### config.mk
export PLATFORM = sky130hd
export DESIGN_NAME = eeg_obuf_ser
export DESIGN_NICKNAME = d
export VERILOG_FILES = /design/src/rtl/eeg_obuf_ser.sv
export SDC_FILE = /design/constraint.sdc
export NUM_CORES = 1
export LEC_CHECK = 0
export CAP_MARGIN = 15
export CORE_MARGIN = 1
export CORE_UTILIZATION = 30
export DETAILED_ROUTE_END_ITERATION = 8
export PLACE_DENSITY = 0.43
export RECOVER_POWER = 25
export SETUP_SLACK_MARGIN = 0.05
export SLEW_MARGIN = 15
export SYNTH_ARGS = -nofsm -noshare
export SYNTH_HDL_FRONTEND = slang
export SYNTH_SLANG_ARGS = --single-unit
### constraint.sdc
create_clock -name clk -period 4.6 [get_ports clk]
set_input_delay 0.46 -clock clk [delete_from_list [all_inputs] [get_ports clk]]
set_output_delay 0.46 -clock clk [all_outputs]
set_load 0.02 [all_outputs]
### src/rtl/eeg_obuf_ser.sv
// Output buffer: DEPTH-word FIFO feeding a slice serialiser toward the pads.
// Optional OBUF_TRAILER_EN appends a word-count beat after each packet.
`timescale 1ns/1ps
module eeg_obuf_ser #(
  parameter int IN_DW     = 32,
  parameter int OUT_DW    = 8,
  parameter int DEPTH     = 16,
  parameter int RDY_THR   = 2,
  parameter int MSB_FIRST = 1
) (
  input  logic              clk,
  input  logic              rst,
  input  logic              ACC_DAT_RDY,
  input  logic              ACC_OUT_VLD,
  input  logic              ACC_OUT_LST,
  input  logic [IN_DW-1:0]  ACC_OUT_DAT,
  output logic              ACC_OUT_RDY,
  output logic              BUF_DAT_RDY,
  output logic              BUF_OUT_VLD,
  output logic              BUF_OUT_LST,
  output logic [OUT_DW-1:0] BUF_OUT_DAT,
  input  logic              BUF_OUT_RDY,
  output logic [$clog2(DEPTH):0] BUF_LEVEL
);

  localparam int R  = IN_DW / OUT_DW;
  localparam int AW = $clog2(DEPTH);
  localparam int BW = (R > 1) ? $clog2(R) : 1;
  localparam logic [AW:0]   DEP   = (AW+1)'(DEPTH);
  localparam logic [AW:0]   THR   = (AW+1)'(RDY_THR);
  localparam logic [BW-1:0] LASTB = BW'(R - 1);

`ifdef OBUF_TRAILER_EN
  localparam bit TEN = 1'b1;
  typedef enum logic [1:0] {IDLE, SHIFT, TRAILER} st_t;
`else
  localparam bit TEN = 1'b0;
  typedef enum logic [1:0] {IDLE, SHIFT} st_t;
`endif

  logic [IN_DW:0]    mem [DEPTH];
  logic [AW-1:0]     wptr, rptr;
  logic [AW:0]       count;
  logic              full, empty, push, pop;
  logic [IN_DW:0]    head;

  st_t               state, state_n;
  logic [BW-1:0]     beat, beat_n;
  logic [IN_DW-1:0]  word, word_n;
  logic              wlst, wlst_n;
  logic              vld_q, vld_n;
  logic              olst_q, olst_n;
  logic [OUT_DW-1:0] odat_q, odat_n;

  function automatic logic [OUT_DW-1:0] slice(
    input logic [IN_DW-1:0] w,
    input logic [BW-1:0]    k
  );
    int sh;
    if (MSB_FIRST != 0) sh = (R - 1 - int'(k)) * OUT_DW;
    else                sh = int'(k) * OUT_DW;
    return OUT_DW'(w >> sh);
  endfunction

  assign full  = (count == DEP);
  assign empty = (count == '0);
  assign push  = ACC_OUT_VLD & ~full;
  assign head  = mem[rptr];

  assign ACC_OUT_RDY = ~full;
  assign BUF_DAT_RDY = ACC_DAT_RDY & ((DEP - count) >= THR);
  assign BUF_LEVEL   = count;
  assign BUF_OUT_VLD = vld_q;
  assign BUF_OUT_LST = olst_q;
  assign BUF_OUT_DAT = odat_q;

`ifdef OBUF_TRAILER_EN
  logic [OUT_DW-1:0] wcnt;

  always_ff @(posedge clk) begin
    if (rst)
      wcnt <= '0;
    else if (state == TRAILER && BUF_OUT_RDY)
      wcnt <= '0;
    else if (pop)
      wcnt <= wcnt + 1'b1;
  end
`endif

  always_ff @(posedge clk) begin
    if (push) mem[wptr] <= {ACC_OUT_LST, ACC_OUT_DAT};
  end

  always_comb begin
    state_n = state;
    pop     = 1'b0;
    beat_n  = beat;
    word_n  = word;
    wlst_n  = wlst;
    vld_n   = vld_q;
    olst_n  = olst_q;
    odat_n  = odat_q;
    case (state)
      IDLE: begin
        vld_n  = 1'b0;
        olst_n = 1'b0;
        if (!empty) pop = 1'b1;
      end
      SHIFT: begin
        if (BUF_OUT_RDY) begin
          if (beat != LASTB) begin
            beat_n = beat + 1'b1;
            odat_n = slice(word, beat + 1'b1);
            olst_n = wlst && !TEN && ((beat + 1'b1) == LASTB);
          end
`ifdef OBUF_TRAILER_EN
          else if (wlst) begin
            // count beat follows the packet; its LST replaces the data LST
            state_n = TRAILER;
            odat_n  = wcnt;
            olst_n  = 1'b1;
          end
`endif
          else if (!empty) begin
            pop = 1'b1;
          end else begin
            state_n = IDLE;
            vld_n   = 1'b0;
            olst_n  = 1'b0;
          end
        end
      end
`ifdef OBUF_TRAILER_EN
      TRAILER: begin
        if (BUF_OUT_RDY) begin
          state_n = IDLE;
          vld_n   = 1'b0;
          olst_n  = 1'b0;
        end
      end
`endif
      default: state_n = IDLE;
    endcase
    if (pop) begin
      state_n = SHIFT;
      word_n  = head[IN_DW-1:0];
      wlst_n  = head[IN_DW];
      beat_n  = '0;
      vld_n   = 1'b1;
      odat_n  = slice(head[IN_DW-1:0], '0);
      olst_n  = (R == 1) && head[IN_DW] && !TEN;
    end
  end

  always_ff @(posedge clk) begin
    if (rst) begin
      wptr   <= '0;
      rptr   <= '0;
      count  <= '0;
      state  <= IDLE;
      beat   <= '0;
      word   <= '0;
      wlst   <= 1'b0;
      vld_q  <= 1'b0;
      olst_q <= 1'b0;
      odat_q <= '0;
    end else begin
      if (push) wptr <= wptr + 1'b1;
      if (pop)  rptr <= rptr + 1'b1;
      case ({push, pop})
        2'b10:   count <= count + 1'b1;
        2'b01:   count <= count - 1'b1;
        default: count <= count;
      endcase
      state  <= state_n;
      beat   <= beat_n;
      word   <= word_n;
      wlst   <= wlst_n;
      vld_q  <= vld_n;
      olst_q <= olst_n;
      odat_q <= odat_n;
    end
  end

endmodule
==> results.md <==
- Yosys reg bits: 591
- CP Cell Sequence: inv_1 > ha_1 > and2_1 > ha_1 > nor2b_1 > buf_4 > inv_1 > ha_1 > xor2_1 > ha_1 > a21oi_1 > a32oi_1 > a21oi_1 > mux2_2
- Post_cts resized: 0
- Core area: 74800 µm²
- Via count: 11162
- Worst Hold Launch: word[30]$_SDFFE_PP0P_
- Grt ovf: 0
- Synth Area in Adders: 0.768%
- Mapped Nets: 1197
- Fmax: 300 MHz
- TritonCTS Buffers: 68
- Layout Cells excl Fill: 2261
- CTS tree: built
- Nets: 1298
- Vias per Instance: 4.94
- Post-CTS setup buffer count: 0
- CP peak stage delay: 0.46 ns
- Io pins: 55
- CTS max path bufs: 3
- Final Max Tran Viols: 0
- Worst r2r src: BUF_LEVEL[1]$_SDFFE_PP0P_
- Layout cells sized above 1: 20.7%
- Initial antenna violation count: 1
- Placed instance area: 24700 µm²
- Setup crit end kind: flop
- Outcome: finished, final reports clean
- Final TNS setup: 0 ns
- Post-synthesis mux area share: 14.6%
- Max Cap Viol: 0
- EDFF count, synth: 528
- FFs w/ async S/R, synth: 0%
- Synth Area in Simple Gates: 2.72%
- Slew HR: 32.9%
- Post-Syn Area: 22800 µm²
- Clock root buffer: clkbuf_16
- Main combinational cell family by area after synthesis: multiplexers
- Endpoints failing hold: 0
- H-tree depth: 3
- P_leak: 8.38 nW
- Maximum fanout along the worst path: 10
- Detailed-route wire length per cell: 25.2 µm
- Post-synth cell types: 48
- Cell accounting for the most synthesized area: edfxtp_1
- DIE AREA: 77200 µm²
- Min cycle time layout: 3.33 ns
- GRT Total Usage: 15.1%
- # setup viols final: 0
- Ranking of synthesized cells by area: edfxtp_1 (69%), mux4_2 (10%), dfxtp_1 (5.5%)
- Measured slew at the worst slew-check pin: 1.00 ns
- Floorplan row count: 100
- Hold path cells: 2
- Xor/xnor cell area share of the yosys netlist: 0.499%
- Routed wire length: 57100 µm
- Largest net degree at the start of global routing: 65
- Clk_lat worst skew: 0.60 ns
- Cts hold-fix bufs: 0
- Arr. time, crit path: 3.80 ns
- Clock-pin slew on the worst setup and hold paths: 0.05 ns
- Post-synthesis cell count: 1145
- PwrDens: 525 nW/µm²
- Compound-cell area share of the yosys netlist: 4.52%
- Worst path most repeated cell: ha_1
- Seq/Total Area, Yosys: 75.0%
- R2r worst-path depth: 14
- Inst Count DP: 2145
- RSZ-0062 raised after global routing: false
- Final Cell Area: 26700 µm²
- CP startpoint: BUF_LEVEL[1]$_SDFFE_PP0P_
- Req. time, crit path: 5.07 ns
- First-pass GRT wire length: 84000 µm
- Worst Setup Path Type: flop to flop
- Final ANT Viol Nets: 0
- Slowest CP cell: dfxtp_1
- Min-Delay Path Class: flop to flop
- Die Height: 278 µm
- Routability congestion estimate from global placement: 0.740
- Port bufs: 54
- Synth top area share: 69.5%
- Worst VDD drop: 398 µV
- Final Cycle Share: 72.4%
- DR iter-0 viols: 805
- Primary FF master, synth: edfxtp_1
- Mean Syn Cell Area: 19.9 µm²
- Total power: 0.0141 W
- Starting Density: 30.5%
- Critical Path Source Type: flop
- Final HPWL DP: 35300 µm
- Vias in the first global route: 11683
- Final setup skew: 0.0255 ns
- CTS Sinks: 591
- Yosys warnings: 0
- Residual DRC count: 0
- Area grow syn2layout: 17.2%
- Pre-antenna DRT Iters: 5
- Die X-Extent: 278 µm
## stage by stage
stage	utilization [%]	worst slack [ns]	hold slack (ns)
6_report	35.7	1.27	0.457
5_1_grt	35.7	1.03	0.486
4_1_cts	35.7	1.22	0.460
3_5_place_dp	33.0	1.23	0.452
3_3_place_gp	33.0	1.27	0.442
2_1_floorplan	-	1.29	0.433
## placed cells by master (no fill, tap or decap), types with 3 or more instances in the layout
master           count
a22oi_1             50
a211oi_1             5
buf_4               31
mux2i_1             20
a2111oi_0            3
buf_12              12
nor3_1               3
ha_1                14
o22a_1               5
clkbuf_16           69
nor2b_1              8
clkdlybuf4s50_1     34
inv_6                4
inv_1               11
o21ai_0              7
nor2_1              56
clkinv_2             9
a311oi_1             5
mux2_2               7
edfxtp_1           528
dfxtp_1             61
dlygate4sd3_1       19
nand2b_1             3
nand3_1              3
clkinv_1            14
bufinv_16            3
mux4_2             103
clkbuf_1            12
and2_2              16
nand2_1             24
a31oi_1              7
a21oi_1             70
xor2_1               9
mux4_1              28
xnor2_1              4
## power breakdown
group	internal (W)	leakage, nW	switching [W]
clock	0.00291	0.996	0.00209
sequential	0.00619	5.29	0.000246
combinational	0.000952	2.09	0.00165
## layout make-up
cell class | instances | area [µm²]
inverters | 12 | 45.0
clock inverters | 33 | 263
fillers | 6944 | 48100
diodes | 2 | 5.00
flip-flops and latches | 591 | 17100
well taps | 969 | 1210
clock buffers | 81 | 1770
repair buffers | 97 | 1010
multi-input cells | 476 | 5310
## synthesized netlist by cell type, types with 3 or more instances
| cell type | number |
|---|---|
| nand2b_1 | 4 |
| clkbuf_1 | 18 |
| o21ai_0 | 7 |
| a22oi_1 | 50 |
| a31oi_1 | 7 |
| dfxtp_1 | 63 |
| xor2_1 | 9 |
| nor3_1 | 3 |
| ha_1 | 14 |
| buf_4 | 5 |
| nand3_1 | 3 |
| mux4_2 | 103 |
| buf_6 | 8 |
| o22a_1 | 5 |
| inv_1 | 11 |
| nor2_1 | 56 |
| and2_1 | 18 |
| mux4_1 | 28 |
| xnor2_1 | 4 |
| a311oi_1 | 5 |
| edfxtp_1 | 528 |
| nand2_1 | 24 |
| mux2_2 | 7 |
| mux2i_1 | 20 |
| a21oi_1 | 70 |
| a2111oi_0 | 3 |
| a211oi_1 | 5 |
| buf_1 | 7 |
| nor2b_1 | 10 |
| buf_2 | 26 |
## critical path: cells and delay by family, from the launching register on
family	cells	cell delay, ns
compound gates	3	0.58
buf+inv	3	0.41
simple gates	2	0.28
fa+ha+maj	4	0.96
mux	1	0.34
xor+xnor	1	0.19
flops	1	0.46
## worst paths after layout
kind | end | slack (ns)
min reg2reg | word[30]$_SDFFE_PP0P_ | 0.46
min | word[30]$_SDFFE_PP0P_ | 0.46
max | BUF_LEVEL[4]$_SDFFE_PP0P_ | 1.27
max reg2reg | BUF_LEVEL[4]$_SDFFE_PP0P_ | 1.27
## logic make-up after synthesis
logic type	Yosys count
XOR/XNOR	13
multiplexers	158
adder cells (fa/ha/maj)	14
AND/OR/NAND/NOR	130
AO/OA/AOI/OAI	161
buffers and inverters	78
flip-flops	591
## flip-flops by register name (all words and copies together), names as in the netlist, named ones only
register / cells
BUF_LEVEL: 5
mem: 528
wlst: 1
BUF_OUT_VLD: 1
beat: 2
BUF_OUT_DAT: 8
BUF_OUT_LST: 1
word: 32
wptr: 4
rptr: 4
state: 1
## routing by layer
| layer | part of all wire [%] | track usage (%) | wire (µm) | vias up |
|---|---|---|---|---|
| met4 | 1.7 | 3.84 | 977 | 0 |
| met5 | 0 | 0 | 0 | - |
| met2 | 46 | 23.0 | 26200 | 233 |
| li1 | - | - | - | 4913 |
| met1 | 48 | 22.1 | 27400 | 5947 |
| met3 | 4.4 | 2.79 | 2490 | 69 |
No activity file was read; power rests on OpenSTA's default activity.
